File: config.mk
export PLATFORM = sky130hd
export DESIGN_NAME = calc_instr_sender
export DESIGN_NICKNAME = d
export VERILOG_FILES = /design/src/rtl/calc_pkg.sv /design/src/rtl/calc_instr_buf.sv /design/src/rtl/calc_instr_sender.sv
export SDC_FILE = /design/constraint.sdc
export NUM_CORES = 1
export LEC_CHECK = 0
export ABC_CLOCK_PERIOD_IN_PS = 5900
export BUFFER_PORTS_ARGS = -buffer_cell sky130_fd_sc_hd__buf_2
export CORE_UTILIZATION = 60
export DETAILED_ROUTE_END_ITERATION = 10
export PLACE_DENSITY = 0.84
export SYNTH_ARGS = -nofsm -noshare
export SYNTH_HDL_FRONTEND = slang
export SYNTH_HIERARCHICAL = 1
export SYNTH_SLANG_ARGS = --single-unit
File: constraint.sdc
create_clock -name clk -period 5.9 [get_ports clk]
set_input_delay 0.59 -clock clk [delete_from_list [all_inputs] [get_ports clk]]
set_output_delay 0.59 -clock clk [all_outputs]
set_load 0.01 [all_outputs]
File: src/rtl/calc_pkg.sv
// Shared definitions for the calculator instruction interface: word layout,
// sender FSM states and the instruction packing helper.
package calc_pkg;

    localparam int OP_W    = 2;
    localparam int OPND_W  = 8;
    localparam int INSTR_W = OP_W + 2 * OPND_W;

    typedef enum logic [1:0] {
        FILL = 2'd0,
        SEND = 2'd1,
        WAIT = 2'd2
    } state_t;

    // Instruction word layout: {op[17:16], a[15:8], b[7:0]}.
    function automatic logic [INSTR_W-1:0] pack_instr(
        input logic [OP_W-1:0]   op,
        input logic [OPND_W-1:0] a,
        input logic [OPND_W-1:0] b
    );
        return {op, a, b};
    endfunction

endpackage

File: src/rtl/calc_instr_buf.sv
// Batch storage: DEPTH x INSTR_W register file, one synchronous write port and
// one asynchronous read port. Contents are deliberately not reset.
module calc_instr_buf
    import calc_pkg::*;
#(
    parameter int DEPTH = 16,
    parameter int AW    = (DEPTH > 1) ? $clog2(DEPTH) : 1
) (
    input  logic               clk,
    input  logic               we,
    input  logic [AW-1:0]      waddr,
    input  logic [INSTR_W-1:0] wdata,
    input  logic [AW-1:0]      raddr,
    output logic [INSTR_W-1:0] rdata
);

    logic [INSTR_W-1:0] mem_q [DEPTH];

    // Storage write port
    always_ff @(posedge clk) begin
        if (we) begin
            mem_q[waddr] <= wdata;
        end
    end

    assign rdata = mem_q[raddr];

endmodule

File: src/rtl/calc_instr_sender.sv
// Transmit side of the calculator instruction load interface: collects one
// batch from the host, bursts it onto DIN, then holds off while it executes.
module calc_instr_sender
    import calc_pkg::*;
#(
    parameter int                 DEPTH       = 16,
    parameter int                 EXEC_CYCLES = 16,
    parameter logic [INSTR_W-1:0] PAD_WORD    = 18'h00000
) (
    input  logic               clk,
    input  logic               reset,
    input  logic               in_valid,
    output logic               in_ready,
    input  logic [OP_W-1:0]    in_op,
    input  logic [OPND_W-1:0]  in_a,
    input  logic [OPND_W-1:0]  in_b,
    input  logic               flush,
    output logic [INSTR_W-1:0] dout,
    output logic               dout_valid,
    output logic               calc_start,
    output logic               busy,
    output logic [7:0]         batch_count
);

    localparam int AW   = (DEPTH > 1) ? $clog2(DEPTH) : 1;
    localparam int CNT_W = $clog2(DEPTH) + 1;
    localparam int WC_W  = $clog2(EXEC_CYCLES) + 1;

    state_t             state_q, state_d;
    logic [CNT_W-1:0]   fill_cnt_q, fill_cnt_d;
    logic [CNT_W-1:0]   send_idx_q, send_idx_d;
    logic [CNT_W-1:0]   n_q, n_d;
    logic [WC_W-1:0]    wait_cnt_q, wait_cnt_d;
    logic [7:0]         batch_count_q, batch_count_d;

    logic               in_ready_s;
    logic               accept_s;
    logic [INSTR_W-1:0] rdata_s;

    assign in_ready_s = (state_q == FILL) && (fill_cnt_q < CNT_W'(DEPTH));
    assign accept_s   = in_valid && in_ready_s;

    calc_instr_buf #(
        .DEPTH (DEPTH),
        .AW    (AW)
    ) u_buf (
        .clk   (clk),
        .we    (accept_s),
        .waddr (fill_cnt_q[AW-1:0]),
        .wdata (pack_instr(in_op, in_a, in_b)),
        .raddr (send_idx_q[AW-1:0]),
        .rdata (rdata_s)
    );

    // State and counter registers
    always_ff @(posedge clk or posedge reset) begin
        if (reset) begin
            state_q       <= FILL;
            fill_cnt_q    <= {CNT_W{1'b0}};
            send_idx_q    <= {CNT_W{1'b0}};
            n_q           <= {CNT_W{1'b0}};
            wait_cnt_q    <= {WC_W{1'b0}};
            batch_count_q <= 8'd0;
        end else begin
            state_q       <= state_d;
            fill_cnt_q    <= fill_cnt_d;
            send_idx_q    <= send_idx_d;
            n_q           <= n_d;
            wait_cnt_q    <= wait_cnt_d;
            batch_count_q <= batch_count_d;
        end
    end

    // Next-state logic: fill, burst, then execution hold-off
    always_comb begin
        state_d       = state_q;
        fill_cnt_d    = fill_cnt_q;
        send_idx_d    = send_idx_q;
        n_d           = n_q;
        wait_cnt_d    = wait_cnt_q;
        batch_count_d = batch_count_q;
        case (state_q)
            FILL: begin
                fill_cnt_d = accept_s ? (fill_cnt_q + CNT_W'(1)) : fill_cnt_q;
                // fill_cnt_d != 0 covers both a prior partial batch and a word accepted with the flush
                if ((fill_cnt_d == CNT_W'(DEPTH)) || (flush && (fill_cnt_d != {CNT_W{1'b0}}))) begin
                    state_d    = SEND;
                    send_idx_d = {CNT_W{1'b0}};
                    n_d        = fill_cnt_d;
                end else begin
                    state_d    = FILL;
                end
            end
            SEND: begin
                send_idx_d = send_idx_q + CNT_W'(1);
                if (send_idx_q == CNT_W'(DEPTH - 1)) begin
                    state_d       = WAIT;
                    wait_cnt_d    = WC_W'(EXEC_CYCLES - 1);
                    batch_count_d = batch_count_q + 8'd1;
                end else begin
                    state_d       = SEND;
                end
            end
            WAIT: begin
                if (wait_cnt_q == {WC_W{1'b0}}) begin
                    state_d    = FILL;
                    fill_cnt_d = {CNT_W{1'b0}};
                end else begin
                    state_d    = WAIT;
                    wait_cnt_d = wait_cnt_q - WC_W'(1);
                end
            end
            default: begin
                state_d    = FILL;
                fill_cnt_d = {CNT_W{1'b0}};
            end
        endcase
    end

    // Output decode from registered state only
    always_comb begin
        dout       = {INSTR_W{1'b0}};
        dout_valid = 1'b0;
        calc_start = 1'b0;
        if (state_q == SEND) begin
            dout_valid = 1'b1;
            calc_start = (send_idx_q == {CNT_W{1'b0}});
            if (send_idx_q < n_q) begin
                dout = rdata_s;
            end else begin
                dout = PAD_WORD;
            end
        end else begin
            dout_valid = 1'b0;
        end
    end

    assign in_ready    = in_ready_s;
    assign busy        = (state_q != FILL);
    assign batch_count = batch_count_q;

endmodule

==> run summary, run 1 <==
The number of antenna violations at the first check in global routing came to 0. The minimum clock period is around 4.1 ns. The number of vias per cell came out at approximately 6.6. Setup violations remaining at the end of the flow were counted as 0.

In the post-synthesis netlist, the cell with the most instances is sky130_fd_sc_hd__edfxtp_1. The analysis attributes to cell leakage a power of between 0.004 and 0.005 uW. The slew of the pin with the lowest slew margin is between 1 and 1.5 ns. The main flop type after synthesis is sky130_fd_sc_hd__edfxtp_1.

After global routing the overflow that remains totals 0. The via count of the first global-routing pass came out at ~7000. In this run the power spent charging and discharging nets is between 1500 and 2000 uW. The internal power of the cells came out at roughly 4500 uW. The run finished with clean final reports. The slowest library cell on the worst path is sky130_fd_sc_hd__dfrtp_4. The depth of the CTS H-tree is 1.

The count of buffers inserted at the top-level ports is roughly 50. The total of flip-flops plus latches after synthesis came out at 318. The layout overhead on the synthesized area is 12.68%.

Of the total power, registers draw 0.428. In this run the standard cell core region covers between 20000 and 25000 um2. The total nets after synthesis is around 700. The wire-length estimate of the detail-placed layout is between 10000 and 15000 um.

The count of warnings emitted by yosys is 6. The setup slack at placement came out at 2.397 ns. STA classifies the critical path startpoint as a flip-flop. Measured in cells, the most critical reg-to-reg path has a length of 6.

In the routed design, unresolved DRC markers number 0. The overall via count from detail_route is 6738. The cell taking the most area after synthesis is sky130_fd_sc_hd__edfxtp_1. The number of nets in the layout came out at 760. The endpoint kind of the worst setup timing path is an output port. The overall track demand over capacity in global routing is 0.2680. The post-synthesis cell area came out at ~13000 um2. The number of CTS-inserted buffers came out at 31.

In the final layout, the share of cells above drive strength 1 is 0.2577. The worst slew margin relative to its limit came out at 0.2495. Walking the worst path, the cells encountered are buf_4 > mux4_1 > a22oi_1 > nand2_1 > and2_1 > buf_2. The worst setup path is of the reg2out kind.

The share of the clock period used by the worst path is 0.6982. The clock latency on the worst-skew pair is about 0.55 ns. In this run the worst path has a maximum fanout of 44. On the final layout, the worst clock skew is between 0.01 and 0.015 ns. The final worst-path setup slack is between 1.5 and 2 ns. The die width is 147.6 um. The top-level port count is between 50 and 60.

The highest clock rate is between 0.2 and 0.25 GHz. Yosys attributes the largest share of cell area to sky130_fd_sc_hd__edfxtp_1, sky130_fd_sc_hd__mux4_2, sky130_fd_sc_hd__dfrtp_1, sky130_fd_sc_hd__mux4_1, sky130_fd_sc_hd__a22oi_1. The delay of the slowest critical-path stage came out at 0.96 ns. TritonCTS built the clock tree.

The master cell of the clock root buffer is sky130_fd_sc_hd__clkbuf_16. The count of nets left with antenna violations once routing finished came out at 0. In this run the critical register-to-register path is captured at u_buf/mem_q[0][11]$_DFFE_PP_. The number of antenna diodes is 0. The peak supply drop came out at approximately 0.30 mV. The worst hold path belongs to the class in2async.

At the end of routability-driven placement, the weighted congestion stood at around 0.77. The number of hold buffers added after CTS was 0. The site row count came out at 52. For this configuration, the core starts out at a cell density of 0.6206. For this run, asynchronously set or reset flops after synthesis account for 0.09434.

Max-cap violations in this run came to 0. The number of distinct library cells after synthesis is 51. The clock slew at the register clock pins of the worst setup and hold paths is around 0.06 ns. The combinational power share is 0.279. The routed wire length came out at between 20000 and 30000 um. The slack of the worst reg-to-reg path came out at approximately 2.8 ns. The proportion of synthesized chip area in sequential cells is 0.7389. In this run the critical register-to-register path is launched from state_q[1]$_DFF_PP0_.

Setup repair after global routing left no endpoint under its margin. The sum of negative setup slack is 0 ns. The total instance count after detailed placement is 964. The CTS sink count came out at ~320. The power density relative to cell area came out at 447.4 nW/um2. Of the total power, the share spent switching nets is 0.3005. The die height came out at between 100 and 150 um. The number of cells produced by synthesis is 649. The maximum number of pins on one net before global-route repair is 76. The count of TritonRoute iterations in the first routing pass is 7.

Of the post-synthesis cell area, the dominant cell type holds 0.6799. The layout filler cell count is between 1000 and 1500. Of the total power, the clock network draws 0.293. The count of placed standard cells in the final layout, fillers left out came out at 1019. In this run, post-CTS repair resized a total of 0 instances. The number of max-slew violations in the final report is 0.

The die covers around 22000 um2. The average instance area after synthesis is slightly below 20 um2. The number of flops mapped to enable cells by yosys is about 290. The iteration-0 DRC count of the detailed router came out at 682. The first global-routing pass estimated around 42000 um of wire.

After detailed routing, the average wire length per cell comes to between 20 and 30 um. The number of buffers inserted to repair setup after CTS came out at 0. By count the netlist is led by sky130_fd_sc_hd__edfxtp_1, sky130_fd_sc_hd__mux4_2, sky130_fd_sc_hd__nand2_1, sky130_fd_sc_hd__a22oi_1, sky130_fd_sc_hd__dfrtp_1.

The data arrival at the endpoint of the critical path is 3.53 ns. The buffer levels on the longest clock path is 3. The required time of the worst setup path came out at roughly 5.3 ns. The final-report hold violation count is 0.
-- sequential cells by signal (all words and copies together), names as in the netlist --
name         flops
u_buf/mem_q    288
batch_count      8
fill_cnt_q       5
n_q              5
send_idx_q       5
wait_cnt_q       5
state_q          2
-- stage by stage --
stage | area, um2 | hold slack [ns] | util | total power [uW]
3_3_place_gp | 13370 | 0.4580 | 0.6522 | 4458
4_1_cts | 14330 | 0.1106 | 0.6993 | 6436
3_5_place_dp | 13370 | 0.4702 | 0.6522 | 4539
5_1_grt | 14330 | 0.1426 | 0.6993 | 6664
2_1_floorplan | 12720 | 0.4625 | - | 4004
6_report | 14330 | 0.1069 | 0.6993 | 6413
-- logic make-up after synthesis --
group                      count (synthesis)  synth area share
buffers and inverters                     42           0.01790
adders and majority gates                 11           0.01082
and+or+nand+nor                          122           0.04850
muxes                                     78            0.1395
AOI/OAI and AO/OA                         66           0.03610
xor gates and xnor gates                  12          0.008263
DFF                                      318            0.7389
-- how the worst max path moves through the flow --
| stage | startpoint | endpoint | slack (ns) | depth (start not counted) |
|---|---|---|---|---|
| after global placement | send_idx_q[0]$_DFFE_PP0P_ | dout[5] | 2.39 | 6 |
| after floorplan | state_q[1]$_DFF_PP0_ | u_buf/mem_q[0][0]$_DFFE_PP_ | 2.70 | 6 |
| after global routing | send_idx_q[0]$_DFFE_PP0P_ | dout[15] | 1.58 | 6 |
| after CTS | send_idx_q[0]$_DFFE_PP0P_ | dout[5] | 1.72 | 6 |
| after detailed placement | send_idx_q[0]$_DFFE_PP0P_ | dout[5] | 2.40 | 6 |
| final | send_idx_q[0]$_DFFE_PP0P_ | dout[5] | 1.78 | 6 |
-- worst max-delay path: cells and delay by family (launching register included) --
| family | cells | cell delay [ns] |
|---|---|---|
| AO/OA/AOI/OAI | 1 | 0.23 |
| buffers and inverters | 2 | 0.81 |
| flip-flops | 1 | 0.96 |
| multiplexers | 1 | 0.67 |
| AND/OR/NAND/NOR | 2 | 0.28 |
-- power groups by stage --
stage	sequential (uW)	combinational [uW]	clock (uW)
floorplan	2670	1330	0
global placement	2770	1690	0
detailed placement	2790	1750	0
CTS	2750	1790	1900
global route	2760	1920	1980
finish	2750	1790	1880
-- layout make-up --
type	instances	area [um2]	share of cell area
Clock buffer	36	794.5	0.05543
Clock inverter	19	171.4	0.01196
Inverter	13	48.80	0.003405
Multi-Input combinational cell	289	3148	0.2196
Sequential cell	318	9404	0.6561
Tap cell	270	337.8	0.02357
Timing Repair Buffer	74	427.9	0.02986
-- per-layer routing --
| layer | track usage | up-vias | part of all wire |
|---|---|---|---|
| met3 | 0.03673 | 81 | 0.085 |
| met2 | 0.4608 | 417 | 0.51 |
| met4 | 0.09845 | 0 | 0.036 |
| met5 | 0 | - | 0 |
| met1 | 0.3539 | 3453 | 0.37 |
| li1 | - | 2787 | - |
-- layout by cell type, fill, tap and decap left out, types with 5 or more instances in the layout --
master,n
sky130_fd_sc_hd__edfxtp_1,288
sky130_fd_sc_hd__buf_2,51
sky130_fd_sc_hd__mux4_2,50
sky130_fd_sc_hd__nand2_1,40
sky130_fd_sc_hd__a22oi_1,36
sky130_fd_sc_hd__clkbuf_16,31
sky130_fd_sc_hd__dfrtp_1,28
sky130_fd_sc_hd__buf_4,23
sky130_fd_sc_hd__mux4_1,22
sky130_fd_sc_hd__and2_1,21
sky130_fd_sc_hd__nor2_2,12
sky130_fd_sc_hd__inv_1,11
sky130_fd_sc_hd__o21ai_0,11
sky130_fd_sc_hd__ha_1,11
sky130_fd_sc_hd__clkinv_1,8
sky130_fd_sc_hd__xnor2_1,8
sky130_fd_sc_hd__nor2_1,7
sky130_fd_sc_hd__clkinv_2,6
sky130_fd_sc_hd__nor3_2,5
sky130_fd_sc_hd__a21oi_1,5
sky130_fd_sc_hd__nand2b_1,5
sky130_fd_sc_hd__nor2b_1,5
sky130_fd_sc_hd__clkbuf_1,5
Note: power is estimated with default switching activity, not from simulation.
==> run 2, diff against run 1 <==
--- a/config.mk
+++ b/config.mk
@@ -5,11 +5,12 @@
 export SDC_FILE = /design/constraint.sdc
 export NUM_CORES = 1
 export LEC_CHECK = 0
-export ABC_CLOCK_PERIOD_IN_PS = 5900
+export ABC_AREA = 1
+export ABC_CLOCK_PERIOD_IN_PS = 3600
 export BUFFER_PORTS_ARGS = -buffer_cell sky130_fd_sc_hd__buf_2
-export CORE_UTILIZATION = 60
+export CORE_UTILIZATION = 56
 export DETAILED_ROUTE_END_ITERATION = 10
-export PLACE_DENSITY = 0.84
+export PLACE_DENSITY = 0.82
 export SYNTH_ARGS = -nofsm -noshare
 export SYNTH_HDL_FRONTEND = slang
 export SYNTH_HIERARCHICAL = 1
==> constraint.sdc (replaced) <==
create_clock -name clk -period 3.6 [get_ports clk]
set_input_delay 0.36 -clock clk [delete_from_list [all_inputs] [get_ports clk]]
set_output_delay 0.36 -clock clk [all_outputs]
set_load 0.01 [all_outputs]
==> run summary, run 2 <==
The flow ran to the end, and the final reports show no timing, DRC or antenna violations. The maximum number of pins on one net before global-route repair came out at just under 80. The number of buffers inserted to repair setup after CTS came out at 0. After detailed routing, the total wire length is between 30000 and 40000 um.

The cell family contributing the most delay on the critical path is buffers and inverters. The final-report hold violation count was 0. Relative to the synthesized area, the layout overhead comes to 11.26%.

The worst reg2reg path startpoint is state_q[1]$_DFF_PP0_. The DRC violations left is 0. The critical path is of the reg2out type.

In this run the number of H-tree levels came out at 1. The register with the most flip-flops is u_buf/mem_q. For flop-to-flop paths, the worst setup slack is 1.14 ns. STA classifies the critical path startpoint as a flip-flop. STA classifies the critical path endpoint as an output port. After synthesis, the cell types taking the most area are sky130_fd_sc_hd__edfxtp_1, sky130_fd_sc_hd__nand2_1, sky130_fd_sc_hd__nand3_1, sky130_fd_sc_hd__inv_1, sky130_fd_sc_hd__dfrtp_1. The last weighted congestion value of the routability-driven placer is between 0.8 and 0.9. The worst pin sits at a relative slew slack of 0.3924. The most used flip-flop cell after synthesis is sky130_fd_sc_hd__edfxtp_1. After clock tree synthesis, the clock-pin slew on the worst setup and hold paths is 0.06 ns. The total of flip-flops plus latches after synthesis came out at approximately 320. The number of flip-flops under the largest register name is 288. The worst hold path begins at in_a[2].

The number of distinct library cells after synthesis came out at 34. In the layout the commonest cells are sky130_fd_sc_hd__nand2_1, sky130_fd_sc_hd__edfxtp_1, sky130_fd_sc_hd__inv_1. The total nets after synthesis came out at 1447.

The count of placed standard cells in the final layout, fillers left out is between 1500 and 2000. Clock latency on the worst-skew pair, taken at its later pin, is about 0.56 ns. The static leakage came out at slightly below 0.007 uW. Among the stages of the critical path, the cell type that occurs most often is sky130_fd_sc_hd__nand2_1. The buffer levels on the longest clock path is 3. The min-delay analysis places its worst path in the category in2reg.

The first routing iteration left between 1000 and 1500 violations. Of all flip-flops after synthesis, the portion carrying an async set or reset was 0.09434. The largest individual stage delay along the critical path comes from the cell sky130_fd_sc_hd__dfrtp_4.

The data arrival at the endpoint of the critical path came out at ~3.0 ns. The floorplan step defined a core boundary enclosing 24600 um2. The highest fanout seen on the critical path is slightly below 60. The number of antenna violations at the first check in global routing is 2.

The number of nets with antenna violations after detailed routing came out at 0. After legalization and detailed placement, the total HPWL measured ~19000 um. The power density relative to cell area is between 700 and 800 nW/um2.

The count of buffers inserted at the top-level ports is 51. The clock drives approximately 320 sinks. The post-synthesis cell area is about 14000 um2. The number of cells produced by synthesis is 1414. The final global-route overflow total came out at 0. The number of max-slew violations in the final report came out at 0.

The area enclosed by the die boundary is ~26000 um2. For this run, the number of Yosys warnings is 6. Traced cell by cell, the critical path runs through inv_4 > buf_4 > nand2_1 > nand2_1 > nand2_1 > nand3_1 > nand3_1 > nand2_1 > nand2_1 > nor2_1 > buf_2. The number of antenna diodes is 0. The highest clock rate came out at around 0.30 GHz. Counting tap cells, the placed design contains a total of 1762 instances. The CTS tree is yes. In the final design database the tool counted 1504 nets. After detailed routing, the number of vias per cell comes to 5.624. The share of synthesized area in the top cell type comes to 0.6093. The share of the clock period used by the worst path came out at 0.9367.

Pin placement for this block handled between 50 and 60 I/O pins. The overall power consumption is 11390 uW. The site row count came out at 57. The sum of negative setup slack is 0 ns. The number of CTS-inserted buffers is 30. The first-pass GRT wire length is about 52000 um. The average instance in the mapped netlist occupies approximately 10 um2. Ranked by instance count, the synthesized netlist is headed by sky130_fd_sc_hd__nand2_1, sky130_fd_sc_hd__edfxtp_1, sky130_fd_sc_hd__inv_1, sky130_fd_sc_hd__nand3_1, sky130_fd_sc_hd__nor2_1.

The count of cells along the worst hold path is 1. The minimum clock period is 3.372 ns. Fill cells in the final layout number 1729. The number of flops mapped to enable cells by yosys came out at roughly 290.

From bottom edge to top edge, the die measures 161.2 um. The slew of the pin with the lowest slew margin is 0.9105 ns. Setup repair after global routing left no endpoint under its margin. The count of TritonRoute iterations in the first routing pass came out at 5.

CTS placed an instance of sky130_fd_sc_hd__clkbuf_16 at the clock tree root. After clock tree synthesis, the repair step resized 0 gates. The largest single stage delay on the critical path is ~0.60 ns. The buffers plus inverters on the worst setup path is 3. The required time of the worst setup path is approximately 3.2 ns.

The fraction of final layout cells sized beyond drive strength 1 came out at 0.1091. The reg-to-reg endpoint is u_buf/mem_q[1][7]$_DFFE_PP_. The overall track demand over capacity in global routing came out at 0.2626.

The overall via count from detail_route is between 10000 and 15000. The count of maximum capacitance violations is 0. The floorplan step set the die width to 161.2 um. The worst hold path terminates at u_buf/mem_q[2][10]$_DFFE_PP_. Between clock sinks in the finished design, the worst skew comes to 0.01531 ns.

Setup violations remaining at the end of the flow were counted as 0. The proportion of synthesized chip area in sequential cells came out at 0.6621. The number of cell instances on the worst register-to-register path came out at 6.

sky130_fd_sc_hd__edfxtp_1 takes more of the synthesized area than any other cell. The critical path starts at send_idx_q[0]$_DFFE_PP0P_. Dividing the detail-routed wire length by the instance count gives approximately 18 um. The tightest hold path in the finished design has a slack of around 0.17 ns. The post-cts hold buffer count is 1.

The most used standard cell by instance count after synthesis is sky130_fd_sc_hd__nand2_1. The effective utilization at floorplan is 0.5769. The leading cell type in the layout, fill and taps excluded is sky130_fd_sc_hd__nand2_1. The via count of the first global-routing pass is just under 10000. The peak supply drop came out at about 0.42 mV.
run 2: cell types whose count changed after synthesis, sizes merged, moves of 5 or more:
cell	before	now
nand2b	5	0
a22oi	36	0
buf	19	46
mux4	72	0
xnor2	8	3
nand3	4	233
and2	21	0
nand2	41	442
nor2	19	46
nor3	9	2
inv	12	254
nor2b	5	0
run 2: logic make-up after synthesis:
family	Yosys count	share of synthesized area
XOR/XNOR	8	0.004936
AND/OR/NAND/NOR	731	0.2186
buffers and inverters	317	0.09193
flip-flops	318	0.6621
adder cells (fa/ha/maj)	11	0.009696
AO/OA/AOI/OAI	29	0.01269
run 2: metrics by stage:
stage                     setup slack, ns  area (um2)    util
after CTS                          0.3145       15790  0.6419
after global placement              1.018       14850  0.6035
after global routing               0.1092       15790  0.6419
after detailed placement           0.9846       14850  0.6035
after floorplan                     1.465       14190       -
final                              0.2278       15790  0.6419
run 2: worst register-to-register path: stages, from the launching register on:
cell and delay (ns):
sky130_fd_sc_hd__dfrtp_1 0.44, sky130_fd_sc_hd__nor2_4 0.19, sky130_fd_sc_hd__nand3_4 0.14, sky130_fd_sc_hd__inv_2 0.13, sky130_fd_sc_hd__nand2_1 0.15, sky130_fd_sc_hd__nor2_2 0.73
sky130_fd_sc_hd__buf_4 0.37
run 2: where the power goes:
| group | switching (uW) | internal [uW] |
|---|---|---|
| Sequential | 141 | 4180 |
| Clock | 1300 | 1700 |
| Combinational | 2830 | 1240 |
| Total | 4270 | 7120 |
run 2: worst max path at each step:
stage                                    to  slack [ns]  depth (start not counted)
6_report                            dout[0]        0.23                         11
5_1_grt                             dout[0]        0.11                         11
4_1_cts                             dout[0]        0.31                         11
3_5_place_dp                        dout[0]        0.98                         11
3_3_place_gp                        dout[6]        1.02                         11
2_1_floorplan  u_buf/mem_q[12][0]$_DFFE_PP_        1.46                          5
run 2: cell type report:
type / count / area (um2) / area share
clock buffers: 36 / 794.5 / 0.05031
well taps: 324 / 405.4 / 0.02567
clock inverters: 19 / 140.1 / 0.008873
flip-flops and latches: 318 / 9404 / 0.5955
multi-input cells: 779 / 3531 / 0.2236
inverters: 257 / 967.2 / 0.06124
repair buffers: 85 / 550.5 / 0.03486
run 2: per-layer routing:
metal  GRT usage  part of all wire  up-vias
met5           0           0.00060        -
met4      0.1385             0.048        4
met3     0.05162             0.097      125
met2      0.4367              0.49      601
met1      0.3267              0.36     4828
li1            -                 -     4666
==> run 3, diff against run 2 <==
==> constraint.sdc (replaced) <==
create_clock -name clk -period 3.6 [get_ports clk]
set_input_delay 0.54 -clock clk [delete_from_list [all_inputs] [get_ports clk]]
set_output_delay 0.54 -clock clk [all_outputs]
set_load 0.01 [all_outputs]
==> run summary, run 3 (synthesis gave the netlist of run 2 again) <==
At the pin with the least slew margin, the transition time is about 1.1 ns. The die height came out at around 160 um. The final-report hold violation count is 0. The flow ran to the end, and the final reports show no timing, DRC or antenna violations. More flip-flops sit in one register than any other, and that register is u_buf/mem_q. The worst reg2reg path startpoint is send_idx_q[0]$_DFFE_PP0P_. Summing over every cut layer, the via total after detailed routing is about 10000. Counting both buffers and inverters, the worst setup path holds a total of 3. Once placement finished, the instance area stood at approximately 15000 um2.

Of all nets on the critical path, the largest fanout is 60. Setup repair after global routing left no endpoint under its margin. The signal on the critical path passes through inv_4 > buf_4 > nand2_1 > nand2_1 > nand2_1 > nand3_1 > nand3_1 > nand2_1 > nand2_1 > nor2_1 > buf_2. The buffer levels on the longest clock path is 3. The number of antenna violations at the first check in global routing came out at 2.

The met2 layer usage reported by global route is 0.4440. The CTS tree is yes. Entering global routing, the biggest net connects 149 pins. The worst setup path is captured at an output port. The via count of the first global-routing pass is ~9800. The register with the most flip-flops in the layout has around 290 of them.

The required time of the worst setup path is between 3 and 4 ns. Once layout is done, the placed cells without fillers occupy about 16000 um2. For this configuration, the core starts out at a cell density of 0.5769.

For the finished layout, the period the worst path requires is approximately 3.3 ns. On the critical path, the stage with the largest delay is an instance of sky130_fd_sc_hd__dfrtp_4. The met1 layer usage reported by global route is 0.3350.

The fraction of the core area covered by cells at the end of the flow is 0.6440. Counting stages on the worst path, the most repeated cell is sky130_fd_sc_hd__nand2_1. The DRC violations left is 0. Among cell families on the critical path, the largest total delay comes from buffers and inverters. The worst-case clock skew came out at ~0.012 ns. The static leakage is between 0.006 and 0.007 uW. The worst-case IR drop observed on VDD is between 0.4 and 0.5 mV. The top-level port count is 52. The count of buffers inserted at the top-level ports is 51. The layout filler cell count is 1767. In the layout the commonest cells are sky130_fd_sc_hd__nand2_1, sky130_fd_sc_hd__edfxtp_1, sky130_fd_sc_hd__inv_1. The share of the clock period used by the worst path came out at 0.9298.

Relative to the synthesized area, the layout overhead comes to 11.63%. The clock latency on the worst-skew pair is 0.56 ns. The fraction of final layout cells sized beyond drive strength 1 is 0.1119. The delay of the slowest critical-path stage is about 0.50 ns. The worst setup path category is reg2out. The sequential cells in the finished layout cover a total of 9404 um2.

The sum of negative setup slack came out at 0 ns. Setup slack on the worst reg-to-reg path comes out at a little over 0.9 ns. The clock slew at the register clock pins of the worst setup and hold paths is 0.07 ns. The routed wire length came out at between 30000 and 40000 um. In this run the clock root is driven by a sky130_fd_sc_hd__clkbuf_16. The worst slew margin relative to its limit came out at 0.2489. The count of maximum capacitance violations is 0. Once the clock tree was built, the resizer swapped 0 gates to a different size. The data arrival at the endpoint of the critical path came out at around 2.8 ns. The overall power consumption came out at 11580 uW. The number of vias per cell came out at ~5.5. The HPWL after detailed placement is around 19000 um. The class of the tightest hold or removal check is in2async.

For met3 alone, demand over resource in global routing was 0.04366. The number of nets with antenna violations after detailed routing is 0. STA classifies the critical path startpoint as a flip-flop. The power density relative to cell area is ~730 nW/um2. Tracing the worst setup path back leads to its startpoint at send_idx_q[0]$_DFFE_PP0P_. The number of CTS-inserted buffers came out at 30. The site row count came out at 57. The count of TritonRoute iterations in the first routing pass came out at 6. The area inside the core boundary came out at around 25000 um2. The leading cell type in the layout, fill and taps excluded is sky130_fd_sc_hd__nand2_1. The multi-input combinational cells in the finished layout cover a total of 3531 um2.

The die width came out at about 160 um. In the final design database the tool counted ~1500 nets. The first global-routing pass estimated about 53000 um of wire. The iteration-0 DRC count of the detailed router came out at around 1100.

CTS saw approximately 320 sinks. The final global-route overflow total came out at 0. The count of placed standard cells in the final layout, fillers left out is roughly 1800. The global routing stage identified its most utilized layer as met2. The depth of the CTS H-tree came out at 1.

Counting tap cells, the placed design contains a total of around 1800 instances. The last weighted congestion value of the routability-driven placer came out at approximately 0.83. Setup violations remaining at the end of the flow were counted as 0. The highest clock rate is around 0.30 GHz. The number of buffers inserted to repair setup after CTS is 0. In the global route stage, overall resource usage came out at 0.2639. The number of max-slew violations in the final report is 0.

The post-cts hold buffer count came out at 0. The average detailed-routed wire length per instance is roughly 19 um. The area enclosed by the die boundary is approximately 26000 um2.
## run 3: layer usage
metal	vias to the layer above	part of all wire	wire (um)
met2	508	0.49	16480
li1	4661	-	-
met4	2	0.044	1506
met1	4734	0.38	12760
met3	123	0.093	3148
met5	-	0.00035	12
## run 3: where the power goes
group / internal, uW / total (uW) / switching [uW]
sequential: 4170 / 4320 / 148
combinational: 1240 / 4080 / 2840
clock: 1850 / 3180 / 1330
## run 3: final cells by class
class,count,share of cell area
Clock inverter,22,0.01342
Clock buffer,33,0.04943
Inverter,257,0.06103
Tap cell,324,0.02558
Multi-Input combinational cell,779,0.2228
Sequential cell,318,0.5934
Timing Repair Buffer,84,0.03411
Antenna cell,1,0.0001579
## run 3: path summary, 6_finish.rpt
path                                                 to  cells past startpoint
hold reg to reg              batch_count[7]$_DFFE_PP0N_                      1
hold / removal               batch_count[0]$_DFFE_PP0N_                      2
setup / recovery                               dout[17]                     11
max in group asynchronous     send_idx_q[0]$_DFFE_PP0P_                      2
setup reg to reg             batch_count[7]$_DFFE_PP0N_                     10
min in group clk           u_buf/mem_q[6][15]$_DFFE_PP_                      1
## run 3: stage by stage
| stage | setup WS (ns) | hold WS (ns) |
|---|---|---|
| finish | 0.2526 | 0.2681 |
| global route | 0.1327 | 0.3602 |
| CTS | 0.2501 | 0.2858 |
| detailed placement | 0.9234 | 0.4723 |
| global placement | 0.9826 | 0.4540 |
| floorplan | 1.428 | 0.4530 |
